**src/rtl/wrr_sched_pkg.sv**
```systemverilog
`default_nettype none
// ============================================================================
// Module      : wrr_sched_pkg
// Description : Shared types and constants for the packet-aware weighted
//               round-robin scheduler. Provides the scheduler state encoding,
//               default configuration values and a pointer-width helper.
// Revision    : 1.0 - initial release
// ============================================================================
package wrr_sched_pkg;

    localparam int DEF_CHANNELS = 8;
    localparam int DEF_WEIGHT_W = 4;
    localparam int DEF_TIMEOUT  = 256;
    localparam int PTR_W        = $clog2(DEF_CHANNELS);

    typedef enum logic [0:0] {
        IDLE = 1'b0,
        XFER = 1'b1
    } state_e;

    // Pointer width for an arbitrary channel count; a single channel still
    // needs a one-bit pointer so that vectors never collapse to zero width.
    function automatic int ptr_width(input int n);
        return (n > 1) ? $clog2(n) : 1;
    endfunction

endpackage : wrr_sched_pkg
`default_nettype wire

```
**src/rtl/wrr_pkt_scheduler_rr_pick.sv**
```systemverilog
`default_nettype none
// ============================================================================
// Module      : rr_pick
// Description : Combinational rotating-priority picker. Finds the first set
//               bit of the eligible mask searching upward from ptr with wrap.
// Ports       : eligible_i [CHANNELS] - candidate mask
//               ptr_i      [SEL_W]    - highest-priority position
//               sel_oh_o   [CHANNELS] - one-hot winner (zero if none)
//               sel_o      [SEL_W]    - binary winner index
//               any_o                 - at least one candidate present
// Revision    : 1.0 - initial release
// ============================================================================
module rr_pick
    import wrr_sched_pkg::*;
#(
    parameter int CHANNELS = DEF_CHANNELS,
    parameter int SEL_W    = ptr_width(DEF_CHANNELS)
) (
    input  logic [CHANNELS-1:0] eligible_i,
    input  logic [SEL_W-1:0]    ptr_i,
    output logic [CHANNELS-1:0] sel_oh_o,
    output logic [SEL_W-1:0]    sel_o,
    output logic                any_o
);

    always_comb begin
        logic             w_found;
        logic [SEL_W-1:0] w_idx;
        sel_oh_o = '0;
        sel_o    = '0;
        w_found  = 1'b0;
        w_idx    = '0;
        for (int k = 0; k < CHANNELS; k++) begin
            // ptr is always < CHANNELS, so the modulo gives the wrapped slot
            w_idx = SEL_W'((int'(ptr_i) + k) % CHANNELS);
            if (!w_found && eligible_i[w_idx]) begin
                w_found         = 1'b1;
                sel_oh_o[w_idx] = 1'b1;
                sel_o           = w_idx;
            end
        end
        any_o = w_found;
    end

endmodule : rr_pick
`default_nettype wire

```
**src/rtl/wrr_pkt_scheduler.sv**
```systemverilog
`default_nettype none
// ============================================================================
// Module      : wrr_pkt_scheduler
// Description : Packet-aware weighted round-robin scheduler. Shares one beat
//               port between CHANNELS requesters; a granted channel keeps the
//               port for up to weight[i] whole packets, then the grant rotates.
//               A packet is never split.
// Ports       : clk, reset          - clock, synchronous active-high reset
//               request [CHANNELS]  - per-channel beat valid
//               last    [CHANNELS]  - per-channel end-of-packet flag
//               weight  [CH*WW]     - packed weights, channel i at [i*WW +: WW]
//               out_ready           - downstream accepts a beat
//               grant   [CHANNELS]  - registered one-hot grant (or zero)
//               out_valid/out_last  - granted channel's request / last
//               busy                - scheduler not idle
//               timeout_pulse       - watchdog release strobe (watchdog only)
// Config      : WRR_SCHED_WATCHDOG_EN - adds a stall watchdog that forces the
//               grant to rotate after TIMEOUT cycles without a beat, plus the
//               timeout_pulse output.
// Revision    : 1.0 - initial release
// ============================================================================
module wrr_pkt_scheduler
    import wrr_sched_pkg::*;
#(
    parameter int CHANNELS = DEF_CHANNELS,
    parameter int WEIGHT_W = DEF_WEIGHT_W,
    parameter int TIMEOUT  = DEF_TIMEOUT
) (
    input  logic                         clk,
    input  logic                         reset,
    input  logic [CHANNELS-1:0]          request,
    input  logic [CHANNELS-1:0]          last,
    input  logic [CHANNELS*WEIGHT_W-1:0] weight,
    input  logic                         out_ready,
    output logic [CHANNELS-1:0]          grant,
    output logic                         out_valid,
    output logic                         out_last,
    output logic                         busy
`ifdef WRR_SCHED_WATCHDOG_EN
    ,
    output logic                         timeout_pulse
`endif
);

    localparam int c_PTR_W = ptr_width(CHANNELS);

    // ------------------------------------------------------------------
    // State
    // ------------------------------------------------------------------
    state_e                r_state_q,  w_state_d;
    logic [CHANNELS-1:0]   r_grant_q,  w_grant_d;
    logic [c_PTR_W-1:0]    r_sel_q,    w_sel_d;
    logic [c_PTR_W-1:0]    r_ptr_q,    w_ptr_d;
    logic [WEIGHT_W-1:0]   r_credit_q, w_credit_d;

    // ------------------------------------------------------------------
    // Per-channel weight unpacking and eligibility
    // ------------------------------------------------------------------
    logic [WEIGHT_W-1:0]   w_weight [CHANNELS];
    logic [CHANNELS-1:0]   w_eligible;

    for (genvar g = 0; g < CHANNELS; g++) begin : g_chan
        assign w_weight[g]   = weight[g*WEIGHT_W +: WEIGHT_W];
        assign w_eligible[g] = request[g] && (w_weight[g] != '0);
    end

    logic [CHANNELS-1:0]   w_pick_oh;
    logic [c_PTR_W-1:0]    w_pick_sel;
    logic                  w_pick_any;

    rr_pick #(
        .CHANNELS (CHANNELS),
        .SEL_W    (c_PTR_W)
    ) u_rr_pick (
        .eligible_i (w_eligible),
        .ptr_i      (r_ptr_q),
        .sel_oh_o   (w_pick_oh),
        .sel_o      (w_pick_sel),
        .any_o      (w_pick_any)
    );

    // ------------------------------------------------------------------
    // Output stage: valid/last follow the registered grant directly
    // ------------------------------------------------------------------
    logic w_beat;
    logic w_release;
    logic [c_PTR_W-1:0] w_ptr_next;

    assign out_valid = |(r_grant_q & request);
    assign out_last  = |(r_grant_q & request & last);
    assign grant     = r_grant_q;
    assign busy      = (r_state_q != IDLE);
    assign w_beat    = out_valid && out_ready;

    assign w_ptr_next = (r_sel_q == c_PTR_W'(CHANNELS - 1)) ? '0 : r_sel_q + 1'b1;

    // ------------------------------------------------------------------
    // Optional stall watchdog
    // ------------------------------------------------------------------
`ifdef WRR_SCHED_WATCHDOG_EN
    localparam int c_WD_W = $clog2(TIMEOUT + 1);

    logic [c_WD_W-1:0] r_wd_cnt_q, w_wd_cnt_d;
    logic              r_tmo_q;
    logic              w_wd_fire;

    // Fires on the TIMEOUT-th consecutive XFER cycle without a beat
    assign w_wd_fire = (r_state_q == XFER) && !w_beat &&
                       (r_wd_cnt_q == c_WD_W'(TIMEOUT - 1));

    always_comb begin
        w_wd_cnt_d = r_wd_cnt_q;
        if ((r_state_q != XFER) || w_beat || w_wd_fire) begin
            w_wd_cnt_d = '0;
        end else begin
            w_wd_cnt_d = r_wd_cnt_q + 1'b1;
        end
    end

    always_ff @(posedge clk) begin
        if (reset) begin
            r_wd_cnt_q <= '0;
            r_tmo_q    <= 1'b0;
        end else begin
            r_wd_cnt_q <= w_wd_cnt_d;
            r_tmo_q    <= w_wd_fire;
        end
    end

    assign timeout_pulse = r_tmo_q;
`else
    logic w_unused_timeout;
    assign w_unused_timeout = (TIMEOUT > 0);
`endif

    // ------------------------------------------------------------------
    // Scheduler FSM
    // ------------------------------------------------------------------
    always_comb begin
        w_state_d  = r_state_q;
        w_grant_d  = r_grant_q;
        w_sel_d    = r_sel_q;
        w_ptr_d    = r_ptr_q;
        w_credit_d = r_credit_q;
        w_release  = 1'b0;

        case (r_state_q)
            IDLE: begin
                if (w_pick_any) begin
                    w_grant_d  = w_pick_oh;
                    w_sel_d    = w_pick_sel;
                    // Weight is sampled here only; later changes wait for
                    // the next grant.
                    w_credit_d = w_weight[w_pick_sel];
                    w_state_d  = XFER;
                end
            end

            XFER: begin
                if (w_beat && out_last) begin
                    w_credit_d = r_credit_q - 1'b1;
                    if (r_credit_q == WEIGHT_W'(1)) begin
                        w_release = 1'b1;
                    end
                end
`ifdef WRR_SCHED_WATCHDOG_EN
                if (w_wd_fire) begin
                    w_release = 1'b1;
                end
`endif
                // Release always goes through IDLE, which gives the single
                // bubble cycle per rotation.
                if (w_release) begin
                    w_ptr_d   = w_ptr_next;
                    w_grant_d = '0;
                    w_state_d = IDLE;
                end
            end

            default: begin
                w_grant_d = '0;
                w_state_d = IDLE;
            end
        endcase
    end

    always_ff @(posedge clk) begin
        if (reset) begin
            r_state_q  <= IDLE;
            r_grant_q  <= '0;
            r_sel_q    <= '0;
            r_ptr_q    <= '0;
            r_credit_q <= '0;
        end else begin
            r_state_q  <= w_state_d;
            r_grant_q  <= w_grant_d;
            r_sel_q    <= w_sel_d;
            r_ptr_q    <= w_ptr_d;
            r_credit_q <= w_credit_d;
        end
    end

endmodule : wrr_pkt_scheduler
`default_nettype wire

```
**config.mk**
```make
export PLATFORM = sky130hd
export DESIGN_NAME = wrr_pkt_scheduler
export DESIGN_NICKNAME = d
export VERILOG_FILES = /design/src/rtl/wrr_sched_pkg.sv /design/src/rtl/wrr_pkt_scheduler_rr_pick.sv /design/src/rtl/wrr_pkt_scheduler.sv
export SDC_FILE = /design/constraint.sdc
export NUM_CORES = 1
export LEC_CHECK = 0
export CAP_MARGIN = 25
export CORE_UTILIZATION = 48
export CTS_BUF_LIST = sky130_fd_sc_hd__clkbuf_2 sky130_fd_sc_hd__clkbuf_4 sky130_fd_sc_hd__clkbuf_8
export CTS_CLUSTER_SIZE = 20
export DETAILED_ROUTE_END_ITERATION = 16
export PLACE_DENSITY = 0.77
export SYNTH_ARGS = -nofsm -noshare
export SYNTH_HDL_FRONTEND = slang
export SYNTH_SLANG_ARGS = --single-unit
```
**constraint.sdc**
```tcl
create_clock -name clk -period 4.8 [get_ports clk]
set_input_delay 1.2 -clock clk [delete_from_list [all_inputs] [get_ports clk]]
set_output_delay 1.2 -clock clk [all_outputs]
set_load 0.05 [all_outputs]
```
Word level (Yosys, flattened, before mapping). Index checks and enable logic that the tools add are counted.

Register bits after elaboration: 19. Input port bits: 51. Output and inout port bits: 11. Logic and storage cells: 165.

Add/sub/neg operators: 9. Order comparisons: 17. Equal/unequal tests: 5. Mux-type cells: 72. Bitwise logic cells: 11. Reduce and logical (&&, ||, !) cells: 46.

Operators with widths (count): $mux 8 (10); $or 8x8->8 (7); $lt 3x4->1 const B (8); $reduce_bool 4->1 (8); $mux 1 (29); $mux 3 (9); $logic_and 1x1->1 (25); $bmux 1 s3 (8); $demux 1 s3 (8); $ge 3x1->1 const B (8); $and 8x8->8 (2); $mux 4 (4); $pmux 8 s2 (1); $reduce_or 8->1 (2); $add 3x3->3 const B (4); $bmux 4 s3 (1); $pmux 4 s2 (1); $reduce_and 2->1 (4); $logic_not 1->1 (7); $add 3x1->3 const B (2); $add 3x2->3 const B (2); $ne 2x1->1 const B (3); $eq 4x1->1 const B (1); $ge 4x4->1 const B (1); 5 further kinds (5).

Longest topological paths before layout. Gate-level depths: netlist (run 1).

Depth after elaboration: 32. Mapped depth: 17. Gate-level depth less buffers: 12.

By module. Synthesis (run 1) repeated with hierarchy kept, for this count alone.

Cells, all modules: 291. Area total of the unflattened synthesis: 2561.2 µm².

By module, submodules not included: wrr_pkt_scheduler (instances 1, cells an instance 139, area an instance 1347.5 µm², seq. area each 380.4 µm²); rr_pick (instances 1, cells an instance 152, area an instance 1213.7 µm², seq. area each 0.0 µm²).

Worst setup path after synthesis (run 1). OpenSTA, ideal clock, no wires.

Path type: flip-flop to flip-flop. Start: reg r_ptr_q[0]. End: reg r_credit_q[3]. Setup time: 134 ps. Arrival time: 4318 ps. Data required time: 4666 ps. Path slack: 348 ps. Stages on the path, launching flop included: 15. Path buffers: 4. Period minus slack after synthesis: 4452 ps. Cell sequence: dfxtp_1 -> clkbuf_1 -> clkinv_1 -> buf_1 -> ha_1 -> clkbuf_1 -> buf_1 -> mux4_2 -> mux2i_1 -> a21oi_1 -> o21a_1 -> o32ai_4 -> mux2_2 -> o2111ai_1 -> o211ai_1.

Cells in the longest elaborated chain, start to end: 30. Elaborated cells between the ends (all ways): 61. Classes of those cells: add/sub (7); eq/ne (1); mux (37); bitwise (1); reduce/logical (15).

Ends and longest elaborated chain: start, declared (RTL line wrr_pkt_scheduler.sv:53) `logic [c_PTR_W-1:0] r_ptr_q, w_ptr_d;`; start signal, assigned (RTL line wrr_pkt_scheduler.sv:198) `r_ptr_q <= w_ptr_d;`; parallel branches: the longest is 30 deep, another holds $add 3x1->3; end signal, assigned (RTL line wrr_pkt_scheduler.sv:199) `r_credit_q <= w_credit_d;`; end, declared (RTL line wrr_pkt_scheduler.sv:54) `logic [WEIGHT_W-1:0] r_credit_q, w_credit_d;`.

Several ways; the timed one is not identified. The select of a mux whose other input is x is not followed. A chain may end at the register's enable or synchronous reset.

Final worst setup path (run 1).
Start: in weight[13]. End: reg r_credit_q[0].

Cells in the longest elaborated chain, start to end: 32. Elaborated cells between the ends (all ways): 56. Classes of those cells: eq/ne (1); mux (37); bitwise (1); reduce/logical (17).

Ends and longest elaborated chain: start, declared (RTL line wrr_pkt_scheduler.sv:33) `input logic [CHANNELS*WEIGHT_W-1:0] weight,`; $reduce_bool 4->1 (*) (RTL line wrr_pkt_scheduler.sv:64) `assign w_eligible[g] = request[g] && (w_weight[g] != '0);`; $logic_and 1x1->1 (*) (RTL line wrr_pkt_scheduler.sv:64); $bmux 1 s3 (RTL line wrr_pkt_scheduler_rr_pick.sv:36) `if (!w_found && eligible_i[w_idx]) begin`; $mux 1 (implied by the code) (RTL line wrr_pkt_scheduler_rr_pick.sv:36); $mux 1 (RTL line wrr_pkt_scheduler_rr_pick.sv:36); $logic_not 1->1 (RTL line wrr_pkt_scheduler_rr_pick.sv:36); $logic_and 1x1->1 (RTL line wrr_pkt_scheduler_rr_pick.sv:36); $mux 1 (RTL line wrr_pkt_scheduler_rr_pick.sv:36); [... 15 more ...]; $logic_not 1->1 (RTL line wrr_pkt_scheduler_rr_pick.sv:36); $logic_and 1x1->1 (RTL line wrr_pkt_scheduler_rr_pick.sv:36); $mux 3 (RTL line wrr_pkt_scheduler_rr_pick.sv:36); $not 3->4 (implied by the code) (RTL line wrr_pkt_scheduler.sv:154) `w_credit_d = w_weight[w_pick_sel];`; $bmux 4 s3 (RTL line wrr_pkt_scheduler.sv:154); $mux 4 (implied by the code) (2 in series) (RTL line wrr_pkt_scheduler.sv:154); $mux 4 (RTL line wrr_pkt_scheduler.sv:149) `if (w_pick_any) begin`; $pmux 4 s2 (RTL line wrr_pkt_scheduler.sv:147) `case (r_state_q)`.

Mark *: on every way between the ends. The rest lies on a longest branch, timed or not. The select of a mux whose other input is x is not followed.

==> results.json, run 1 <==
{
  "status": "finished clean",
  "die_y_um": 77.44,
  "ir_drop_uv": 226.4,
  "synth_seq_cells": 19,
  "clock_skew_ns": 0.001767,
  "fp.coreArea_um2": 5507,
  "cp.required_ns": 4.97,
  "path_clk_slew_ns": 0.08,
  "critPathKind": "in -> reg",
  "gp_congestion": 0.9599,
  "cts_tree": "built",
  "finalHoldViolations": 0,
  "root_buffer": "clkbuf_8",
  "yosysMostFrequentCell": "mux2i_1",
  "placed_area_um2": 3735,
  "worstMarginPinSlew_ns": 0.8313,
  "ios": 62,
  "syn_area_um2": 2731,
  "synth_edf_count": 0,
  "grt_pass1_wl_um": 15260,
  "min_path_type": "reg -> reg",
  "cts-htree-levels": 1,
  "overflow": 0,
  "endpoint_kind": "register",
  "dp.cells": 495,
  "synth_area_leaders": "dfxtp_1 14%, mux2i_1 14%, mux4_2 4.9%, ha_1 4.6%, nor2_1 4.3%",
  "io_buffers": 61,
  "stdcell_count": 499,
  "synth_top_cell_by_area": "dfxtp_1",
  "via_count": 3276,
  "grtUsageTotal_pct": 31.95,
  "cp-start-kind": "input port",
  "synth_top_area_share_pct": 13.93,
  "crit_path_max_fanout": 6,
  "cts_buffers": 3,
  "critPathArrivalTime_ns": 4.90,
  "r2r_slack_ns": 0.91,
  "clock_latency_ns": 0.27,
  "final_core_util_pct": 68.98,
  "p_per_area_nw_per_um2": 147.9,
  "fin_nets": 489,
  "wl_per_cell_um": 19.70,
  "relSlewSlack_pct": 44.41,
  "dr.pass1.iters": 5,
  "slew_viol_final": 0,
  "rows": 27,
  "grt_max_degree": 28,
  "die_w_um": 77.44,
  "design_area_um2": 3799,
  "finalSetupTns_ns": 0,
  "synth_cell_types": 62,
  "n_fill_cell": 455,
  "power.leakage_nw": 1.486,
  "area_growth_pct": 39.07,
  "synth_cells": 330,
  "yosys-top-cells-count": "37 x mux2i_1, 31 x nor2_1, 30 x nand2_1, 21 x nand3_1, 19 x dfxtp_1",
  "power.total_uw": 562.0,
  "clock_path_buffers": 2,
  "period_share_pct": 98.70,
  "n_antenna_cell": 0,
  "cap_violations": 0,
  "hpwl_um": 7868,
  "via_per_inst": 6.565,
  "antenna_found_initial": 0,
  "syn_avg_cell_area_um2": 8.277,
  "layout-drive-gt1-share_pct": 18.50,
  "syn-num-nets": 391,
  "async_flop_share_pct": 0,
  "drt_iter0_drc": 324,
  "synthFlopType": "dfxtp_1",
  "fp.dieArea_um2": 5996,
  "synth.yosys.seq_area_share_pct": 13.93,
  "first_global_vias": 3145,
  "remaining_drc_errors": 0,
  "setup_viol": 0,
  "yosysWarnings": 0,
  "wl_um": 9829,
  "start_util_pct": 49.60,
  "ant_nets": 0,
  "cts.sinks": 19,
  "timing.final.crit_period_ns": 4.737,
  "fmax_ghz": 0.2111
}
-- through the flow --
step	setup WS (ns)	hold slack (ns)
6_report	0.06251	0.5005
2_1_floorplan	0.3484	0.4839
3_5_place_dp	-0.2005	0.4917
3_3_place_gp	-0.01713	0.4876
5_1_grt	-0.05709	0.5260
4_1_cts	0.07517	0.5065
-- cell usage in the layout, fill, tap and decap left out, types with 7 or more instances in the layout --
cell type	instances
nor3_1	7
clkdlybuf4s50_1	61
mux2i_1	37
nor2_1	31
o211ai_1	14
buf_4	51
a21oi_1	18
o21ai_0	7
ha_1	10
nand3_1	21
dfxtp_1	19
o41a_1	8
nand2_1	30
inv_1	10
-- worst paths after layout --
kind                            startpoint       endpoint  depth (start not counted)
worst max-delay path            weight[13]  r_credit_q[0]                         13
worst min-delay path              grant[2]       grant[2]                          2
worst max register to register  r_ptr_q[0]  r_credit_q[0]                         12
worst min register to register    grant[2]       grant[2]                          2
-- routing by layer --
layer	part of all wire, %	global-route usage, %	up-vias	routed length [um]
met1	44	41.99	1546	4325
met2	47	54.07	174	4580
met5	0	0	-	0
met3	7.4	5.765	30	731
met4	2.0	7.170	0	192
li1	-	-	1526	-
-- what timing repair did --
| item | 4_1_cts | 5_1_grt |
|---|---|---|
| setup endpoints to repair | 0 | 1 |
| gates resized for setup | 0 | 2 |
| setup buffers | 0 | 0 |
| hold buffers | 0 | 0 |
-- power breakdown --
group	leakage, nW	switching [mW]	internal (mW)
Combinational	1.31	0.132	0.132
Clock	0.0217	0.0634	0.0588
Sequential	0.156	0.00934	0.166
Total	1.49	0.205	0.357
-- registers in the layout (all words and copies together) (netlist names) --
name	count
r_credit_q	4
r_sel_q	3
r_ptr_q	3
grant	8
busy	1
-- final cells by class --
cell class	instances	area, um^2	share of cell area (%)
timing repair buffer	113	1013	26.68
sequential	19	380.4	10.01
multi-input combinational	278	2217	58.37
clock buffer	3	41.29	1.087
clock inverter	1	7.507	0.1976
tap	72	90.09	2.372
inverter	13	48.80	1.285
-- logic make-up (layout without fill, tap and decap cells) --
logic type | Yosys count | count (layout) | synth area share [%]
and+or+nand+nor | 107 | 107 | 18.92
AOI/OAI and AO/OA | 105 | 105 | 31.33
muxes | 53 | 53 | 24.83
buffers and inverters | 33 | 130 | 5.451
DFF | 19 | 19 | 13.93
adders and majority gates | 10 | 10 | 4.581
xor gates and xnor gates | 3 | 3 | 0.9622
-- critical path, cell delays in order --
cell	delay, ns
clkdlybuf4s50_1	0.48
o41ai_1	0.46
buf_4	0.24
mux2i_1	0.11
mux4_2	0.51
o32a_4	0.38
buf_4	0.17
nor3_2	0.35
nand2_2	0.13
and2_1	0.24
o311ai_1	0.31
o21ai_1	0.11
a41o_1	0.21
No activity file was read; power rests on OpenSTA's default activity.
==> inputs of run 2 (changes only) <==
--- a/config.mk
+++ b/config.mk
@@ -6,9 +6,10 @@
 export NUM_CORES = 1
 export LEC_CHECK = 0
 export CAP_MARGIN = 25
+export CORE_ASPECT_RATIO = 0.7
 export CORE_UTILIZATION = 48
 export CTS_BUF_LIST = sky130_fd_sc_hd__clkbuf_2 sky130_fd_sc_hd__clkbuf_4 sky130_fd_sc_hd__clkbuf_8
-export CTS_CLUSTER_SIZE = 20
+export CTS_CLUSTER_SIZE = 28
 export DETAILED_ROUTE_END_ITERATION = 16
 export PLACE_DENSITY = 0.77
 export SYNTH_ARGS = -nofsm -noshare
==> run 2 against run 1 <==
  * Total power rose by 1.0%
  * Critical endpoint unchanged
  * Highest routed layer unchanged
  * Fmax rose by 1.1%
  * Largest cell class unchanged
  * Sequential share of layout area fell by 0.14 points
==> results.json, run 2 (synthesized netlist as in run 1, its figures left out) <==
{
  "dp.cells": 497,
  "via_count": 3364,
  "final_common_cell": "clkdlybuf4s50_1",
  "clock_path_buffers": 2,
  "whs_ns": 0.5181,
  "min-delay-start": "grant[6]",
  "critPathKind": "in -> reg",
  "cp.required_ns": 4.96,
  "fp.coreArea_um2": 5368,
  "clock_skew_ns": 0.001731,
  "first_global_vias": 3068,
  "min_path_type": "reg -> reg",
  "start_util_pct": 50.89,
  "cts_tree": "built",
  "fmax_ghz": 0.2135,
  "n_fill_cell": 417,
  "grtUsageTotal_pct": 35.20,
  "path_clk_slew_ns": 0.08,
  "ant_nets": 0,
  "p_per_area_nw_per_um2": 147.3,
  "finalSetupTns_ns": 0,
  "largest_reg_flops": 8,
  "cap_violations": 0,
  "critical_path.most_common_cell": "buf_4",
  "hpwl_um": 8443,
  "status": "finished clean",
  "ir_drop_uv": 129.8,
  "endpoint_kind": "register",
  "fin_nets": 492,
  "cts-htree-levels": 1,
  "relSlewSlack_pct": 44.18,
  "area_growth_pct": 41.09,
  "io_buffers": 61,
  "final_core_util_pct": 71.79,
  "n_antenna_cell": 0,
  "layout-drive-gt1-share_pct": 19.07,
  "period_share_pct": 97.60,
  "gp_congestion": 1.021,
  "dr.pass1.iters": 6,
  "power.leakage_nw": 1.523,
  "slowest_stage": "mux4_2",
  "critPathMaxStageDelay_ns": 0.50,
  "die_w_um": 92.16,
  "wl_per_cell_um": 21.14,
  "slew_viol_final": 0,
  "hold_depth": 2,
  "stdcell_count": 502,
  "cts.sinks": 19,
  "die_y_um": 65.12,
  "cp-start-kind": "input port",
  "grt_max_degree": 28,
  "setup_viol": 0,
  "min_delay_worst_endpoint": "grant[6]",
  "root_buffer": "clkbuf_8",
  "ios": 62,
  "cts_buffers": 3,
  "worstReg2RegStart": "r_ptr_q[1]",
  "drt_iter0_drc": 379,
  "worstMarginPinSlew_ns": 0.8346,
  "via_per_inst": 6.701,
  "rows": 22,
  "reg2reg_depth": 14,
  "antenna_found_initial": 0,
  "grt_pass1_wl_um": 16120,
  "r2r-end": "r_credit_q[1]",
  "r2r_slack_ns": 0.97,
  "crit_path_max_fanout": 5,
  "wl_um": 10610,
  "crit_chain": "clkdlybuf4s50_1 > buf_4 > o41a_1 > mux4_2 > mux2_4 > a211o_4 > buf_4 > nor3_4 > nand2_2 > and2_1 > o311ai_1 > o21ai_1 > a41o_1",
  "overflow": 0,
  "clock_latency_ns": 0.26,
  "finalHoldViolations": 0,
  "cts_hold_buf": 0,
  "grt_setup_unrepaired": "no",
  "most-common-layout-cells": "61 x clkdlybuf4s50_1, 53 x buf_4, 37 x mux2i_1",
  "remaining_drc_errors": 0,
  "fp.dieArea_um2": 6001,
  "critPathArrivalTime_ns": 4.85,
  "timing.final.crit_period_ns": 4.685
}
==> run 2: critical path, delay by kind of cell <==
| kind | cells | cell delay, ns |
|---|---|---|
| buffers and inverters | 3 | 0.80 |
| and+or+nand+nor | 3 | 0.59 |
| AOI/OAI and AO/OA | 5 | 1.42 |
| muxes | 2 | 0.84 |
==> run 2: worst max-delay path by stage <==
stage / from / end
final: weight[4] / r_credit_q[0]
after global routing: weight[4] / r_credit_q[0]
after CTS: weight[4] / r_credit_q[0]
after detailed placement: weight[4] / r_credit_q[0]
after global placement: weight[4] / r_credit_q[0]
after floorplan: r_ptr_q[0] / r_credit_q[3]
==> run 2: final cells by class <==
cell class                 instances  area, um^2  area share [%]
inverter                          13       48.80           1.266
multi-input combinational        278        2240           58.12
sequential                        19       380.4           9.870
clock buffer                       3       41.29           1.071
clock inverter                     1       5.005          0.1299
timing repair buffer             116        1049           27.21
tap                               72       90.09           2.338
==> run 2: power by group <==
group	internal, mW	switching [mW]	leakage, nW	total [mW]
registers	0.166	0.0102	0.156	0.177
logic	0.133	0.139	1.34	0.272
clock network	0.0580	0.0613	0.0255	0.119
==> run 2: repair_timing <==
item	in CTS	in global routing
setup endpoints to repair	0	8
gates resized for setup	0	5
setup buffers	0	1
==> run 2: metal layers <==
metal | track usage [%] | routed length, um | vias up
li1 | - | - | 1529
met1 | 51.86 | 4814 | 1593
met2 | 53.54 | 4426 | 223
met3 | 6.134 | 1184 | 19
met4 | 7.813 | 183 | 0
met5 | 0 | 0 | -
==> run 2: metrics by stage <==
stage / cell area (um^2) / power [mW] / worst slack [ns]
after floorplan: 2731 / 0.3106 / 0.3484
after global placement: 3762 / 0.4328 / -0.1215
after detailed placement: 3762 / 0.4390 / -0.1825
after CTS: 3809 / 0.5557 / 0.06811
after global routing: 3854 / 0.5868 / 0.009968
final: 3854 / 0.5677 / 0.1151
